## src/rtl/mips_mc_pkg.sv

```systemverilog
`default_nettype none
// ============================================================================
// Module      : mips_mc_pkg
// Description : Shared constants for the wait-state multicycle MIPS controller:
//               FSM state codes, opcode/funct values, ALU/mux encodings,
//               trap cause codes and the ALU-control class type.
// Revision    : 1.0 - initial release
// ============================================================================
package mips_mc_pkg;

    // FSM state codes
    localparam logic [3:0] c_st_fetch  = 4'd0;
    localparam logic [3:0] c_st_decode = 4'd1;
    localparam logic [3:0] c_st_memadr = 4'd2;
    localparam logic [3:0] c_st_memrd  = 4'd3;
    localparam logic [3:0] c_st_memwb  = 4'd4;
    localparam logic [3:0] c_st_memwr  = 4'd5;
    localparam logic [3:0] c_st_exec   = 4'd6;
    localparam logic [3:0] c_st_aluwb  = 4'd7;
    localparam logic [3:0] c_st_branch = 4'd8;
    localparam logic [3:0] c_st_immex  = 4'd9;
    localparam logic [3:0] c_st_immwb  = 4'd10;
    localparam logic [3:0] c_st_jump   = 4'd11;
    localparam logic [3:0] c_st_trap   = 4'd12;

    // Opcodes
    localparam logic [5:0] c_op_rtype = 6'b000000;
    localparam logic [5:0] c_op_lw    = 6'b100011;
    localparam logic [5:0] c_op_sw    = 6'b101011;
    localparam logic [5:0] c_op_beq   = 6'b000100;
    localparam logic [5:0] c_op_bne   = 6'b000101;
    localparam logic [5:0] c_op_addi  = 6'b001000;
    localparam logic [5:0] c_op_andi  = 6'b001100;
    localparam logic [5:0] c_op_ori   = 6'b001101;
    localparam logic [5:0] c_op_j     = 6'b000010;

    // R-type funct codes
    localparam logic [5:0] c_fn_add = 6'b100000;
    localparam logic [5:0] c_fn_sub = 6'b100010;
    localparam logic [5:0] c_fn_and = 6'b100100;
    localparam logic [5:0] c_fn_or  = 6'b100101;
    localparam logic [5:0] c_fn_slt = 6'b101010;

    // ALU operation encodings
    localparam logic [2:0] c_alu_add = 3'b010;
    localparam logic [2:0] c_alu_sub = 3'b110;
    localparam logic [2:0] c_alu_and = 3'b000;
    localparam logic [2:0] c_alu_or  = 3'b001;
    localparam logic [2:0] c_alu_slt = 3'b111;

    // ALU B source select
    localparam logic [1:0] c_srcb_reg   = 2'b00;
    localparam logic [1:0] c_srcb_four  = 2'b01;
    localparam logic [1:0] c_srcb_imm   = 2'b10;
    localparam logic [1:0] c_srcb_immsh = 2'b11;

    // PC source select
    localparam logic [1:0] c_pc_alu    = 2'b00;
    localparam logic [1:0] c_pc_aluout = 2'b01;
    localparam logic [1:0] c_pc_jump   = 2'b10;

    // Trap causes
    localparam logic [1:0] c_cause_none    = 2'b00;
    localparam logic [1:0] c_cause_illegal = 2'b01;
    localparam logic [1:0] c_cause_timeout = 2'b10;

    // Which family of ALU operation the current state needs
    typedef enum logic [1:0] {
        cls_add   = 2'd0,   // address / PC arithmetic
        cls_sub   = 2'd1,   // branch compare
        cls_funct = 2'd2,   // R-type, from funct field
        cls_imm   = 2'd3    // immediate ALU op, from opcode
    } alucls_t;

endpackage
`default_nettype wire

```

## src/rtl/mips_aludec.sv

```systemverilog
`default_nettype none
// ============================================================================
// Module      : mips_aludec
// Description : ALU control decoder. Maps the state's ALU class, opcode and
//               funct field to the 3-bit ALU operation and flags R-type funct
//               values the core does not implement.
//   i_cls       : ALU class requested by the current FSM state
//   i_op        : opcode field
//   i_funct     : funct field
//   o_alu_ctl   : ALU operation
//   o_funct_bad : funct is not one of add/sub/and/or/slt
// Revision    : 1.0 - initial release
// ============================================================================
module mips_aludec
    import mips_mc_pkg::*;
(
    input  alucls_t      i_cls,
    input  logic [5:0]   i_op,
    input  logic [5:0]   i_funct,
    output logic [2:0]   o_alu_ctl,
    output logic         o_funct_bad
);

    logic [2:0] w_fn_ctl;
    logic       w_fn_bad;
    logic [2:0] w_imm_ctl;

    always_comb begin
        w_fn_ctl = c_alu_add;
        w_fn_bad = 1'b0;
        case (i_funct)
            c_fn_add: w_fn_ctl = c_alu_add;
            c_fn_sub: w_fn_ctl = c_alu_sub;
            c_fn_and: w_fn_ctl = c_alu_and;
            c_fn_or:  w_fn_ctl = c_alu_or;
            c_fn_slt: w_fn_ctl = c_alu_slt;
            default:  w_fn_bad = 1'b1;
        endcase
    end

    always_comb begin
        w_imm_ctl = c_alu_add;
        case (i_op)
            c_op_andi: w_imm_ctl = c_alu_and;
            c_op_ori:  w_imm_ctl = c_alu_or;
            default:   w_imm_ctl = c_alu_add;
        endcase
    end

    always_comb begin
        o_alu_ctl = c_alu_add;
        case (i_cls)
            cls_add:   o_alu_ctl = c_alu_add;
            cls_sub:   o_alu_ctl = c_alu_sub;
            cls_funct: o_alu_ctl = w_fn_ctl;
            cls_imm:   o_alu_ctl = w_imm_ctl;
            default:   o_alu_ctl = c_alu_add;
        endcase
    end

    assign o_funct_bad = w_fn_bad;

endmodule
`default_nettype wire

```

## src/rtl/mips_mc_ctrl_ws.sv

```systemverilog
`default_nettype none
// ============================================================================
// Module      : mips_mc_ctrl_ws
// Description : Multicycle MIPS main controller with request/ready memory
//               handshake, memory timeout and illegal-opcode traps, and a
//               retired-instruction counter.
//   CLK, Reset          : clock, synchronous active-high reset
//   Op, Funct, Zero     : IR fields and ALU zero flag
//   MemReady            : memory completed the current request
//   MemReq, MemWrite    : memory request / store qualifier
//   IorD .. ExtOp       : single-bit datapath controls
//   ALUCtl, ALUSrcB,
//   PCSrc               : datapath mux / ALU selects
//   Trap, TrapCause     : halted flag and reason
//   Retired             : completed-instruction count (wraps)
// Revision    : 1.0 - initial release
// ============================================================================
module mips_mc_ctrl_ws
    import mips_mc_pkg::*;
#(
    parameter int MEM_TIMEOUT = 16,
    parameter int CNT_W       = 32
) (
    input  logic             CLK,
    input  logic             Reset,
    input  logic [5:0]       Op,
    input  logic [5:0]       Funct,
    input  logic             Zero,
    input  logic             MemReady,
    output logic             MemReq,
    output logic             MemWrite,
    output logic             IorD,
    output logic             IRWrite,
    output logic             RegDst,
    output logic             MemToReg,
    output logic             ALUSrcA,
    output logic             RegWrite,
    output logic             PCEn,
    output logic             ExtOp,
    output logic [2:0]       ALUCtl,
    output logic [1:0]       ALUSrcB,
    output logic [1:0]       PCSrc,
    output logic             Trap,
    output logic [1:0]       TrapCause,
    output logic [CNT_W-1:0] Retired
);

    localparam logic [7:0] c_timeout = 8'(MEM_TIMEOUT);

    logic [3:0]       r_state;
    logic [7:0]       r_wait;
    logic [1:0]       r_cause;
    logic [CNT_W-1:0] r_retired;

    logic [3:0]       w_next;
    logic             w_retire;
    logic [1:0]       w_trap_cause;
    logic [7:0]       w_wait_inc;
    logic             w_timeout;
    alucls_t          w_cls;
    logic             w_funct_bad;

    mips_aludec u_aludec (
        .i_cls       (w_cls),
        .i_op        (Op),
        .i_funct     (Funct),
        .o_alu_ctl   (ALUCtl),
        .o_funct_bad (w_funct_bad)
    );

    // This wait cycle would be the MEM_TIMEOUT-th consecutive one. Only
    // consulted when MemReady is low, so a same-cycle ready always wins.
    assign w_wait_inc = r_wait + 8'(1);
    assign w_timeout  = (w_wait_inc >= c_timeout);

    // Next-state logic
    always_comb begin
        w_next       = r_state;
        w_retire     = 1'b0;
        w_trap_cause = c_cause_none;
        case (r_state)
            c_st_fetch: begin
                if (MemReady) begin
                    w_next = c_st_decode;
                end else if (w_timeout) begin
                    w_next       = c_st_trap;
                    w_trap_cause = c_cause_timeout;
                end
            end
            c_st_decode: begin
                case (Op)
                    c_op_lw, c_op_sw:               w_next = c_st_memadr;
                    c_op_beq, c_op_bne:             w_next = c_st_branch;
                    c_op_addi, c_op_andi, c_op_ori: w_next = c_st_immex;
                    c_op_j:                         w_next = c_st_jump;
                    c_op_rtype: begin
                        if (w_funct_bad) begin
                            w_next       = c_st_trap;
                            w_trap_cause = c_cause_illegal;
                        end else begin
                            w_next = c_st_exec;
                        end
                    end
                    default: begin
                        w_next       = c_st_trap;
                        w_trap_cause = c_cause_illegal;
                    end
                endcase
            end
            c_st_memadr: w_next = (Op == c_op_sw) ? c_st_memwr : c_st_memrd;
            c_st_memrd: begin
                if (MemReady) begin
                    w_next = c_st_memwb;
                end else if (w_timeout) begin
                    w_next       = c_st_trap;
                    w_trap_cause = c_cause_timeout;
                end
            end
            c_st_memwr: begin
                if (MemReady) begin
                    w_next   = c_st_fetch;
                    w_retire = 1'b1;
                end else if (w_timeout) begin
                    w_next       = c_st_trap;
                    w_trap_cause = c_cause_timeout;
                end
            end
            c_st_exec:  w_next = c_st_aluwb;
            c_st_immex: w_next = c_st_immwb;
            c_st_memwb, c_st_aluwb, c_st_branch, c_st_immwb, c_st_jump: begin
                w_next   = c_st_fetch;
                w_retire = 1'b1;
            end
            c_st_trap: w_next = c_st_trap;
            default:   w_next = c_st_fetch;
        endcase
    end

    // State, wait counter, trap cause and retired counter
    always_ff @(posedge CLK) begin
        if (Reset) begin
            r_state   <= c_st_fetch;
            r_wait    <= 8'd0;
            r_cause   <= c_cause_none;
            r_retired <= '0;
        end else begin
            r_state <= w_next;
            // Counts only while the same request keeps waiting; any state
            // change (including into TRAP) or a ready restarts it.
            r_wait  <= (w_next == r_state && MemReq && !MemReady) ? w_wait_inc : 8'd0;
            if (w_next == c_st_trap && r_state != c_st_trap) begin
                r_cause <= w_trap_cause;
            end
            if (w_retire) begin
                r_retired <= r_retired + CNT_W'(1);
            end
        end
    end

    // Moore outputs (plus the handshake/Zero qualified enables)
    always_comb begin
        MemReq   = 1'b0;
        MemWrite = 1'b0;
        IorD     = 1'b0;
        IRWrite  = 1'b0;
        RegDst   = 1'b0;
        MemToReg = 1'b0;
        ALUSrcA  = 1'b0;
        RegWrite = 1'b0;
        PCEn     = 1'b0;
        ExtOp    = 1'b0;
        ALUSrcB  = c_srcb_reg;
        PCSrc    = c_pc_alu;
        w_cls    = cls_add;
        case (r_state)
            c_st_fetch: begin
                MemReq  = 1'b1;
                ALUSrcB = c_srcb_four;
                IRWrite = MemReady;
                PCEn    = MemReady;
            end
            c_st_decode: ALUSrcB = c_srcb_immsh;
            c_st_memadr: begin
                ALUSrcA = 1'b1;
                ALUSrcB = c_srcb_imm;
                ExtOp   = 1'b1;
            end
            c_st_memrd: begin
                MemReq = 1'b1;
                IorD   = 1'b1;
            end
            c_st_memwr: begin
                MemReq   = 1'b1;
                IorD     = 1'b1;
                MemWrite = 1'b1;
            end
            c_st_memwb: begin
                RegWrite = 1'b1;
                MemToReg = 1'b1;
            end
            c_st_exec: begin
                ALUSrcA = 1'b1;
                w_cls   = cls_funct;
            end
            c_st_aluwb: begin
                RegWrite = 1'b1;
                RegDst   = 1'b1;
            end
            c_st_branch: begin
                ALUSrcA = 1'b1;
                w_cls   = cls_sub;
                PCSrc   = c_pc_aluout;
                PCEn    = (Op == c_op_bne) ? !Zero : Zero;
            end
            c_st_immex: begin
                ALUSrcA = 1'b1;
                ALUSrcB = c_srcb_imm;
                w_cls   = cls_imm;
                ExtOp   = (Op == c_op_addi);
            end
            // ALU op and extension held so the write-back sees a stable result
            c_st_immwb: begin
                RegWrite = 1'b1;
                w_cls    = cls_imm;
                ExtOp    = (Op == c_op_addi);
            end
            c_st_jump: begin
                PCSrc = c_pc_jump;
                PCEn  = 1'b1;
            end
            default: ;
        endcase
    end

    assign Trap      = (r_state == c_st_trap);
    assign TrapCause = r_cause;
    assign Retired   = r_retired;

endmodule
`default_nettype wire
```

## config.mk

```make
export PLATFORM = sky130hd
export DESIGN_NAME = mips_mc_ctrl_ws
export DESIGN_NICKNAME = d
export VERILOG_FILES = /design/src/rtl/mips_mc_pkg.sv /design/src/rtl/mips_aludec.sv /design/src/rtl/mips_mc_ctrl_ws.sv
export SDC_FILE = /design/constraint.sdc
export NUM_CORES = 1
export LEC_CHECK = 0
export BUFFER_PORTS_ARGS = -buffer_cell sky130_fd_sc_hd__buf_2
export CAP_MARGIN = 0
export CORE_MARGIN = 3
export CORE_UTILIZATION = 58
export CTS_CLUSTER_SIZE = 28
export DETAILED_ROUTE_END_ITERATION = 7
export PLACE_DENSITY = 0.86
export SLEW_MARGIN = 15
export SYNTH_ARGS = -nofsm -noshare
export SYNTH_HDL_FRONTEND = slang
export SYNTH_SLANG_ARGS = --single-unit
```

## constraint.sdc

```tcl
create_clock -name CLK -period 3.3 [get_ports CLK]
set_input_delay 0.33 -clock CLK [delete_from_list [all_inputs] [get_ports CLK]]
set_output_delay 0.33 -clock CLK [all_outputs]
set_load 0.02 [all_outputs]
```

# Word level (Yosys, flattened, before mapping)

Cells that the tools add are included.

Word-level logic and storage cells: 92
Flip-flop bits (word level): 46
Output and inout bits: 52
Input bits: 16

Bitwise gates (word level): 1
Eq/ne operators: 31
Mux-type cells: 32
$add $sub $neg: 2
Magnitude comparators: 1
Reductions and logical operators: 21

Operators with widths:

| kind                                                | number |
|---|---|
| == test 6 bit, second input constant                | 7 |
| adder 32 x 1 -> 32 bit, second input constant       | 1 |
| one-hot mux 4 bit (8 select lines)                  | 1 |
| == test 4 bit, second input constant                | 6 |
| one-hot mux 3 bit (4 select lines)                  | 2 |
| 2-to-1 mux 4 bit                                    | 5 |
| one-hot mux 4 bit (5 select lines)                  | 1 |
| == test 6 x 4 -> 1 bit, second input constant       | 3 |
| == test 4 x 3 -> 1 bit, second input constant       | 4 |
| == test 6 x 3 -> 1 bit, second input constant       | 2 |
| one-hot mux 2 bit (2 select lines)                  | 3 |
| one-hot mux 2 bit (3 select lines)                  | 2 |
| OR reduction 2 bit                                  | 6 |
| 2-to-1 mux 1 bit                                    | 11 |
| OR reduction 5 bit                                  | 2 |
| OR reduction 3 bit                                  | 3 |
| adder 8 x 1 -> 8 bit, second input constant         | 1 |
| == test 4 x 2 -> 1 bit, second input constant       | 2 |
| >= comparator 8 x 5 -> 1 bit, second input constant | 1 |
| OR reduction 8 bit                                  | 1 |
| == test 6 x 2 -> 1 bit, second input constant       | 1 |
| logical NOT 6 bit                                   | 1 |
| one-hot mux 1 bit (2 select lines)                  | 3 |
| == test 2 bit, second input constant                | 2 |
| other kinds (13)                                    | 17 |

# Longest topological paths before layout

Word-level depth: 10
Gate-level depth with buffers: 8
Gate-level depth less buffers: 7

# By module

From an unflattened synthesis, not the netlist that was laid out.

Cells, all modules: 337
Area total of the unflattened synthesis: 2636.3 um^2

Modules (own cells, without submodules):

| module          | cells an instance | area each (um^2) | instances | sequential area each (um^2) |
|---|---|---|---|---|
| mips_mc_ctrl_ws | 321               | 2524.9           | 1         | 920.9 |
| mips_aludec     | 16                | 111.4            | 1         | 0.0 |

# Least setup slack after synthesis

OpenSTA, ideal clock, no wires.

Path type: input -> output
Start point: input port Op[0]
End point: output port ExtOp
Buffers on the path: 1
Stages: 4
Setup slack: 1134 ps
Arrival time: 1836 ps
Cells stage by stage: clkbuf_1 > or3_1 > or3_1 > a211oi_1

Longest elaborated chain between the ends: 2

Ends and longest elaborated chain:

| element                            | RTL line                                       | RTL |
|---|---|---|
| start: declaration                 | mips_mc_ctrl_ws.sv:26                          | `input logic [5:0] Op,` |
| == test 6 x 4 -> 1 bit             | mips_mc_ctrl_ws.sv:219, mips_mc_ctrl_ws.sv:225 |  |
| one-hot mux 1 bit (2 select lines) | mips_mc_ctrl_ws.sv:175                         | `case (r_state)` |
| end: declaration                   | mips_mc_ctrl_ws.sv:39                          | `output logic ExtOp,` |

Every way passes these cells.

# Final worst setup path

Start point: register r_state[3]
End point: output port ALUCtl[0]

Longest elaborated chain between the ends: 5
Elaborated cells on any way between the ends: 11
Classes of those cells: eq/ne: 7; mux: 2; reduce/logical: 2

Ends and longest elaborated chain:

| element                                     | RTL line               | RTL |
|---|---|---|
| start: declaration                          | mips_mc_ctrl_ws.sv:50  | `logic [3:0] r_state;` |
| start signal: assignment                    | mips_mc_ctrl_ws.sv:142 | `r_state <= c_st_fetch;` |
| start signal: assignment                    | mips_mc_ctrl_ws.sv:147 | `r_state <= w_next;` |
| == test 4 bit                               | mips_mc_ctrl_ws.sv:175 |  |
| OR reduction 2 bit (no source line)         | n/a                    |  |
| one-hot mux 2 bit (3 select lines) (*)      | mips_mc_ctrl_ws.sv:175 |  |
| == test 2 bit, or another cell as far along | mips_aludec.sv:52      | `case (i_cls)` |
| one-hot mux 3 bit (4 select lines) (*)      | mips_aludec.sv:52      |  |
| end: declaration                            | mips_mc_ctrl_ws.sv:40  | `output logic [2:0] ALUCtl,` |

Mark *: on every way between the ends. The rest lies on a longest branch, timed or not.

==> results_dict.tcl <==
set metrics [dict create \
    outcome "complete, no violations" \
    fin_crit_sh_pct 80.2 \
    initial_core_util_pct 61.4 \
    hold_path.startpoint "r_wait[0]" \
    synth_area_mm2 0.00275 \
    globalplace.congestion 0.972 \
    crit_type "register to primary output" \
    num-nets-final 423 \
    drc 0 \
    ctsHoldBuffers 0 \
    max_cap_violations 0 \
    tns_ns 0 \
    fill_cells 387 \
    setup-violations-final 0 \
    critPathArrivalTime_ns 2.32 \
    crit-reg2reg-launch "r_state[2]" \
    critPathMaxStageDelay_ns 0.75 \
    die_h_um 74.8 \
    holdPathEnd "r_wait[0]" \
    worstSetupEndpointType "primary output" \
    dieWidth_um 74.8 \
    cts_resized 0 \
    whs_ns 0.469 \
    synth_compound_gate_area_share_pct 14.5 \
    leakage_nw 1.31 \
    worstSkewPairLatency_ns 0.30 \
    synth_area_leader_cell "dfxtp_1" \
    ys.flop_type "dfxtp_1" \
    ys_types 62 \
    synth_top_area_share_pct 33.5 \
    drtIter0Drc 226 \
    clkSinkCount 46 \
    grt_pass1_vias 2223 \
    dieArea_mm2 0.00560 \
    finClkSkew_ns 0.00902 \
    io_pins 68 \
    maxSlewHeadroom_pct 49.9 \
    crit_chain "nand2_1, a2111oi_0, nand2_1, o21ai_0, buf_2" \
    vias_per_cell 5.81 \
    ys_seq_area_share_pct 33.5 \
    synth-seq-cells 46 \
    synth_edf_count 0 \
    muxShareOfSynthArea_pct 1.14 \
    layout_common_cells "buf_2 (67), dfxtp_1 (46), nor2_1 (46), nand2_1 (23), xor2_1 (17)" \
    synth_area_leaders "dfxtp_1 (34%), nor2_1 (6.3%), xor2_1 (5.4%)" \
    num_vias 2659 \
    design.core.area_mm2 0.00447 \
    final_antenna_net_count 0 \
    worst_pin_slew_ns 0.751 \
    drtPass1Iterations 4 \
    asyncSetResetFlopFracSynth_pct 0 \
    ys_warn_count 0 \
    grt_start_max_net_pins 46 \
    synthAdderAreaFrac_pct 0.911 \
    tritoncts "built" \
    grt_pass1_wl_mm 10.4 \
    critical-path-top-cell-by-count "nand2_1" \
    routed_wl_mm 6.44 \
    critPathMaxFanout 18 \
    r2r_slack_ns 0.79 \
    finalCriticalPeriod_ns 2.65 \
    synthCells 345 \
    yosys.area_share.simple_pct 35.5 \
    final_cells 458 \
    timing.rr.end "Retired[29]" \
    required_ns 2.97 \
    maxSlewViolCount 0 \
    vdd_drop_max_uv 318 \
    grt.total_usage_pct 23.6 \
    rsz0062_at_grt "false" \
    numCtsBuffers 5 \
    cts_root_buf "clkbuf_8" \
    avgSynthCellArea_um2 7.96 \
    clk_pin_slew_worst_paths_ns 0.09 \
    final_common_cell "buf_2" \
    area_growth_pct 15.9 \
    crit_slowest_cell "dfxtp_1" \
    placed_cells 450 \
    whs_path_depth 1 \
    multi_input_area_mm2 0.00171 \
    clockBufferDepth 2 \
    regArea_um2 921 \
    reg2reg_depth 6 \
    final_hold_viol_count 0 \
    rows 24 \
    synth_top_family_by_area "simple AND/OR/NAND/NOR gates" \
    worstSetupStartpointType "register" \
    min_path_type "register to register" \
    antenna_found_initial 0 \
    fmax_mhz 378 \
    avgRoutedWirePerCell_um 14.1 \
    power-per-cell-area_mw_per_mm2 443 \
    post_cts_buffers 0 \
    drive_gt1_share_pct 24.1 \
    synth-xor-area-share_pct 9.57 \
    io_buffer_count 67 \
    htreeDepth 2 \
    p_total_mw 1.41 \
    dp_hpwl_mm 4.69 \
    overflow 0 \
    n_antenna_cell 0 \
]
==> registers in the layout, indices dropped and copies added, names as in the netlist <==
name and count:
r_state 4, Retired 32, r_wait 8, TrapCause 2
==> logic make-up after synthesis <==
logic type | count (synthesis)
flip-flops | 46
XOR/XNOR | 30
buffers and inverters | 30
other | 1
AO/OA/AOI/OAI | 59
adder cells (fa/ha/maj) | 2
AND/OR/NAND/NOR | 174
multiplexers | 3
==> metrics by stage <==
stage | setup slack [ns] | utilization [%] | instance area (um2)
2_1_floorplan | 1.13 | - | 2760
3_3_place_gp | 0.899 | 69.0 | 3090
3_5_place_dp | 0.821 | 69.0 | 3090
4_1_cts | 0.684 | 71.2 | 3180
5_1_grt | 0.451 | 71.2 | 3180
6_report | 0.654 | 71.2 | 3180
==> synthesized netlist by cell type (6+ instances only) <==
| master | count |
|---|---|
| xnor2_1 | 13 |
| or2_2 | 7 |
| xor2_1 | 17 |
| nor2_1 | 46 |
| clkbuf_1 | 12 |
| nand3_1 | 15 |
| nand2b_1 | 10 |
| dfxtp_1 | 46 |
| nand3b_1 | 6 |
| nor4_1 | 7 |
| o21ai_0 | 16 |
| nand4_1 | 11 |
| a21oi_1 | 10 |
| nand2_1 | 23 |
| inv_1 | 11 |
| nor2b_1 | 12 |
==> report_power, final <==
group | switching [mW] | internal (mW)
registers | 0.0621 | 0.583
clock network | 0.199 | 0.173
logic | 0.242 | 0.153
total | 0.503 | 0.908
==> metal layers <==
| layer | share of wire (%) | track usage (%) | vias to the layer above |
|---|---|---|---|
| met5 | 0 | 0 | - |
| met4 | 1.0 | 5.34 | 0 |
| met3 | 5.3 | 4.27 | 8 |
| met2 | 46 | 36.9 | 76 |
| met1 | 47 | 34.1 | 1238 |
| li1 | - | - | 1337 |
==> critical path, delay by kind of cell (launching register included) <==
| kind | cells | cell delay (ns) |
|---|---|---|
| AO/OA/AOI/OAI | 2 | 0.69 |
| AND/OR/NAND/NOR | 2 | 0.39 |
| flip-flops | 1 | 0.75 |
| buffers and inverters | 1 | 0.18 |
==> layout make-up <==
type | instances | share of cell area (%)
Multi-Input combinational cell | 272 | 53.6
Sequential cell | 46 | 28.9
Timing Repair Buffer | 69 | 11.0
Clock buffer | 6 | 2.59
Tap cell | 52 | 2.04
Inverter | 11 | 1.30
Clock inverter | 2 | 0.511
==> worst max-delay path by stage <==
| stage | to | slack (ns) | depth (start not counted) | startpoint |
|---|---|---|---|---|
| after floorplan | ExtOp | 1.13 | 4 | Op[0] |
| after global placement | Retired[29] | 0.90 | 6 | r_state[2] |
| after detailed placement | Retired[29] | 0.82 | 6 | r_state[2] |
| after CTS | ALUCtl[0] | 0.68 | 5 | r_state[3] |
| after global routing | ALUCtl[0] | 0.45 | 5 | r_state[3] |
| final | ALUCtl[0] | 0.65 | 5 | r_state[3] |
No activity file was read; power rests on OpenSTA's default activity.
